===== src/rtl/msk_mc_pkg.sv =====
// msk_mc_pkg: shared FSM states, MixColumns coefficients and GF(2^8) helpers for msk_mixcolumns_seq
package msk_mc_pkg;
  typedef enum logic [1:0] {IDLE = 2'd0, BUSY = 2'd1, DONE = 2'd2} state_t;
  localparam logic [31:0] FWD_COEF = 32'h02030101;
  localparam logic [31:0] INV_COEF = 32'h0e0b0d09;
  localparam logic [7:0] GF_POLY = 8'h1b;
  function automatic int beats(input int lanes);
    return 4 / lanes;
  endfunction
  function automatic logic [7:0] coef(input logic inv, input int i);
    logic [31:0] m;
    m = inv ? INV_COEF : FWD_COEF;
    return m[31-8*i -: 8];
  endfunction
  function automatic logic [7:0] xtime(input logic [7:0] a);
    return {a[6:0], 1'b0} ^ (a[7] ? GF_POLY : 8'h00);
  endfunction
  function automatic logic [7:0] gf_mul(input logic [7:0] a, input logic [7:0] c);
    logic [7:0] p;
    logic [7:0] x;
    p = '0;
    x = a;
    for (int i = 0; i < 8; i++) begin
      p = c[i] ? p ^ x : p;
      x = xtime(x);
    end
    return p;
  endfunction
endpackage


===== src/rtl/msk_mc_lane.sv =====
// msk_mc_lane: combinational share-wise (Inv)MixColumns of one masked column
// Ports: col (4 masked bytes, 8*d bits each, bit k of share s at k*d+s), inverse (1 = InvMixColumns), res (same layout)
module msk_mc_lane
  import msk_mc_pkg::*;
#(
  parameter int d = 2
) (
  input  logic [32*d-1:0] col,
  input  logic            inverse,
  output logic [32*d-1:0] res
);
  for (genvar s = 0; s < d; s++) begin : g_s
    logic [31:0] bs;
    for (genvar r = 0; r < 4; r++) begin : g_r
      logic [7:0] o;
      assign o = gf_mul(bs[7:0],   coef(inverse, (4 - r) % 4)) ^
                 gf_mul(bs[15:8],  coef(inverse, (5 - r) % 4)) ^
                 gf_mul(bs[23:16], coef(inverse, (6 - r) % 4)) ^
                 gf_mul(bs[31:24], coef(inverse, (7 - r) % 4));
      for (genvar k = 0; k < 8; k++) begin : g_k
        assign bs[8*r+k] = col[r*8*d+k*d+s];
        assign res[r*8*d+k*d+s] = o[k];
      end
    end
  end
endmodule


===== src/rtl/msk_mixcolumns_seq.sv =====
// msk_mixcolumns_seq: sequential masked AES (Inv)MixColumns, LANES columns per beat
// Ports: clk; rst_n (async, active-low); in_valid/in_ready/in_inverse/in_data input handshake;
//        out_valid/out_ready/out_data result handshake. 128*d-bit states, byte b at [8*d*b +: 8*d],
//        bit k of share s at k*d+s. Build macro MSK_MC_CLEAR_EN zeroizes the buffer once the result is consumed.
module msk_mixcolumns_seq
  import msk_mc_pkg::*;
#(
  parameter int d = 2,
  parameter int LANES = 1
) (
  input  logic             clk,
  input  logic             rst_n,
  input  logic             in_valid,
  output logic             in_ready,
  input  logic             in_inverse,
  input  logic [128*d-1:0] in_data,
  output logic             out_valid,
  input  logic             out_ready,
  output logic [128*d-1:0] out_data
);
  localparam int CW = 32 * d;
  localparam int BEATS = beats(LANES);
  if (!(LANES == 1 || LANES == 2 || LANES == 4)) begin : g_bad_lanes
    $error("LANES must be 1, 2 or 4");
  end
  state_t state, state_n;
  logic [1:0] cnt, cnt_n;
  logic mode_q, mode_n;
  logic [128*d-1:0] st, st_n;
  logic [1:0] idx [LANES];
  logic [CW-1:0] lane_in [LANES];
  logic [CW-1:0] lane_out [LANES];
  for (genvar l = 0; l < LANES; l++) begin : g_lane
    assign idx[l] = 2'(int'(cnt) * LANES + l);
    assign lane_in[l] = st[int'(idx[l])*CW +: CW];
    msk_mc_lane #(.d(d)) u_lane (.col(lane_in[l]), .inverse(mode_q), .res(lane_out[l]));
  end
  always_comb begin
    state_n = state;
    cnt_n = cnt;
    mode_n = mode_q;
    st_n = st;
    in_ready = 1'b0;
    out_valid = 1'b0;
    case (state)
      IDLE: begin
        in_ready = 1'b1;
        if (in_valid) begin
          state_n = BUSY;
          cnt_n = '0;
          mode_n = in_inverse;
          st_n = in_data;
        end
      end
      BUSY: begin
        for (int l = 0; l < LANES; l++) st_n[int'(idx[l])*CW +: CW] = lane_out[l];
        cnt_n = cnt + 2'd1;
        if (cnt == 2'(BEATS - 1)) begin
          state_n = DONE;
          cnt_n = '0;
        end
      end
      DONE: begin
        out_valid = 1'b1;
        if (out_ready) begin
          state_n = IDLE;
`ifdef MSK_MC_CLEAR_EN
          st_n = '0;
`else
          st_n = st;
`endif
        end
      end
      default: state_n = IDLE;
    endcase
  end
  always_ff @(posedge clk or negedge rst_n) begin
    if (!rst_n) begin
      state <= IDLE;
      cnt <= '0;
      mode_q <= 1'b0;
      st <= '0;
    end else begin
      state <= state_n;
      cnt <= cnt_n;
      mode_q <= mode_n;
      st <= st_n;
    end
  end
  assign out_data = st;
endmodule


===== config.mk =====
export PLATFORM = sky130hd
export DESIGN_NAME = msk_mixcolumns_seq
export DESIGN_NICKNAME = d
export VERILOG_FILES = /design/src/rtl/msk_mc_pkg.sv /design/src/rtl/msk_mc_lane.sv /design/src/rtl/msk_mixcolumns_seq.sv
export SDC_FILE = /design/constraint.sdc
export NUM_CORES = 1
export LEC_CHECK = 0
export CAP_MARGIN = 20
export CORE_MARGIN = 8
export CORE_UTILIZATION = 50
export CTS_CLUSTER_SIZE = 28
export DETAILED_ROUTE_END_ITERATION = 16
export PLACE_DENSITY_LB_ADDON = 0.25
export SLEW_MARGIN = 20
export SYNTH_ARGS = -nofsm -noshare
export SYNTH_HDL_FRONTEND = slang
export SYNTH_HIERARCHICAL = 1
export SYNTH_SLANG_ARGS = --single-unit

===== constraint.sdc =====
create_clock -name clk -period 4.36 [get_ports clk]
set_clock_uncertainty 0.15 [all_clocks]
set_input_delay 0.436 -clock clk [delete_from_list [all_inputs] [get_ports clk]]
set_output_delay 0.436 -clock clk [all_outputs]
set_load 0.01 [all_outputs]

==> impl_metrics.tcl <==
set metrics [dict create \
    max_cap_violations 0 \
    hold_ws_ns 0.273 \
    grt_pass1_wl_um 128000 \
    clk_pin_slew_ns 0.06 \
    portBuffers 518 \
    report.final.setup_viol 0 \
    startpoint_type "flop" \
    synth_edf_count 0 \
    vias 18300 \
    post_cts_buffers 0 \
    ant_nets 0 \
    wl_per_cell_um 32.4 \
    final-hold-violation-count 0 \
    synth_cells 1705 \
    grt_max_degree 168 \
    drc_errors 0 \
    cts_sinks 261 \
    final_common_cell "clkdlybuf4s50_1" \
    gr-total-overflow 0 \
    rsz0062_at_grt "no" \
    start_util 0.503 \
    avgSynthCellArea_sq_um 11.7 \
    synth_top_area_frac 0.329 \
    mostFrequentLayoutCells "clkdlybuf4s50_1 (517), dfrtp_1 (257), xnor2_1 (228)" \
    setup-tns-final_ns 0 \
    dieArea_sq_um 46400 \
    status "completed" \
    ys_ff_latch 261 \
    ys.flop_type "dfrtp_1" \
    vias_per_cell 6.85 \
    wl_um 86800 \
    post-route-period-util 0.949 \
    synthTopCellsByArea "dfrtp_1 (33%), xnor2_1 (10%), mux4_2 (7.3%)" \
    first_iter_violations 2113 \
    slew_headroom 0.267 \
    cts_tree "done" \
    clkLatencyLatePin_ns 0.57 \
    dpl.hpwl_um 61900 \
    final_cell_area_sq_um 26600 \
    worstPathArrival_ns 4.44 \
    io-pin-count 519 \
    ys.warnings.count 6 \
    fmax_mhz 242 \
    root_buffer "clkbuf_16" \
    required_ns 4.67 \
    grt_use_total 0.358 \
    placement_rows 73 \
    coreArea_sq_um 39500 \
    final_layout_size_suffix_gt1_frac 0.168 \
    slew_violations 0 \
    die_w_um 215 \
    yosysTopAreaCell "dfrtp_1" \
    synth_cell_types 49 \
    clock_path_buffers 3 \
    grt_pass1_vias 18600 \
    stdcell_count 2677 \
    nets 2392 \
    numCtsBuffers 30 \
    fp.dieH_um 215 \
    synth_seq_area_share 0.329 \
    htreeDepth 1 \
    dpl-instance-area_sq_um 25500 \
    cp_max_fo 37 \
    syn_nets 1971 \
    gp_congestion 0.976 \
    worst_slew_pin_slew_ns 1.10 \
    synthArstFlopShare 1.00 \
    worstSetupPathType "reg -> reg" \
    hold_path.class "in -> reg" \
    period_minus_slack_ns 4.14 \
    numPlacedInstances 2618 \
    drtPass1Iterations 8 \
    antenna_found_initial 4 \
    syn2layout_area_growth_pct 33.7 \
    netlist_area_sq_um 19900 \
    critPathCaptureType "flop" \
]
==> cells in the mapped netlist, drive strengths merged, types with 15 or more instances <==
cell / n
buf: 115
nand4: 128
a211oi: 128
a32o: 65
xnor3: 51
mux4: 64
xor2: 71
a2bb2oi: 128
clkbuf: 105
xnor2: 236
o2bb2ai: 63
nand4b: 64
mux2: 128
dfrtp: 261
nor2: 15
nand2: 27
==> kinds of logic (layout without fill, tap and decap cells) <==
kind of cell | after synthesis | count (layout) | share of synthesized area
xor gates and xnor gates | 367 | 367 | 0.208
DFF | 261 | 261 | 0.329
muxes | 201 | 201 | 0.150
adders and majority gates | 5 | 5 | 0.00315
buffers and inverters | 226 | 670 | 0.0574
other | 0 | 3 | 0
and+or+nand+nor | 249 | 249 | 0.0829
AOI/OAI and AO/OA | 396 | 396 | 0.169
==> registers in the layout, summed over array words and instances, names as in the netlist <==
name      cells
cnt           2
mode_q        1
out_data    256
state         2
==> worst paths after layout <==
kind | cells past startpoint | slack, ns | end | startpoint
min in group asynchronous | 2 | 0.37 | out_data[152]$_DFFE_PN0P_ | rst_n
max in group asynchronous | 3 | 2.67 | out_data[55]$_DFFE_PN0P_ | rst_n
setup / recovery | 9 | 0.22 | out_data[74]$_DFFE_PN0P_ | cnt[0]$_DFFE_PN0P_
setup reg to reg | 9 | 0.22 | out_data[74]$_DFFE_PN0P_ | cnt[0]$_DFFE_PN0P_
hold / removal | 2 | 0.27 | state[1]$_DFFE_PN0P_ | out_ready
hold reg to reg | 1 | 0.38 | out_data[232]$_DFFE_PN0P_ | out_data[232]$_DFFE_PN0P_
==> through the flow <==
step / utilization / worst slack [ns]
2_1_floorplan: - / 0.535
3_3_place_gp: 0.646 / 0.246
3_5_place_dp: 0.646 / 0.232
4_1_cts: 0.673 / 0.224
5_1_grt: 0.673 / 0.0395
6_report: 0.673 / 0.223
==> per-layer routing <==
layer / share of wire / vias up / GRT usage
met5: 0.00028 / - / 0
met4: 0.044 / 2 / 0.138
met3: 0.11 / 243 / 0.0795
met2: 0.47 / 1424 / 0.582
met1: 0.38 / 9201 / 0.463
li1: - / 7463 / -
==> critical path: stages (launching register included) <==
cell and delay (ns):
dfrtp_4 0.53, buf_12 0.27, mux4_2 0.68, xnor2_1 0.42, xnor2_1 0.25, xor3_1 0.46, and2_1 0.20, xnor3_1 0.48
a32o_1 0.26, mux2_2 0.26
==> area by class of cell <==
cell class / instances / area, sq um
fill: 3053 / 12900
multi-input combinational: 1218 / 12300
sequential: 261 / 6550
timing repair buffer: 609 / 6010
clock buffer: 46 / 952
tap: 525 / 657
clock inverter: 9 / 101
inverter: 6 / 30.0
antenna: 3 / 7.51
==> what timing repair did <==
action                                  in CTS  in global routing
gates resized for setup                      0                  1
hold endpoints to repair                    95                  0
hold buffers                                 1                  0
endpoints found under the setup margin       0                  1
Power is not shown: default switching activity piles up to over one toggle a cycle in this logic, so the estimate is an artifact.
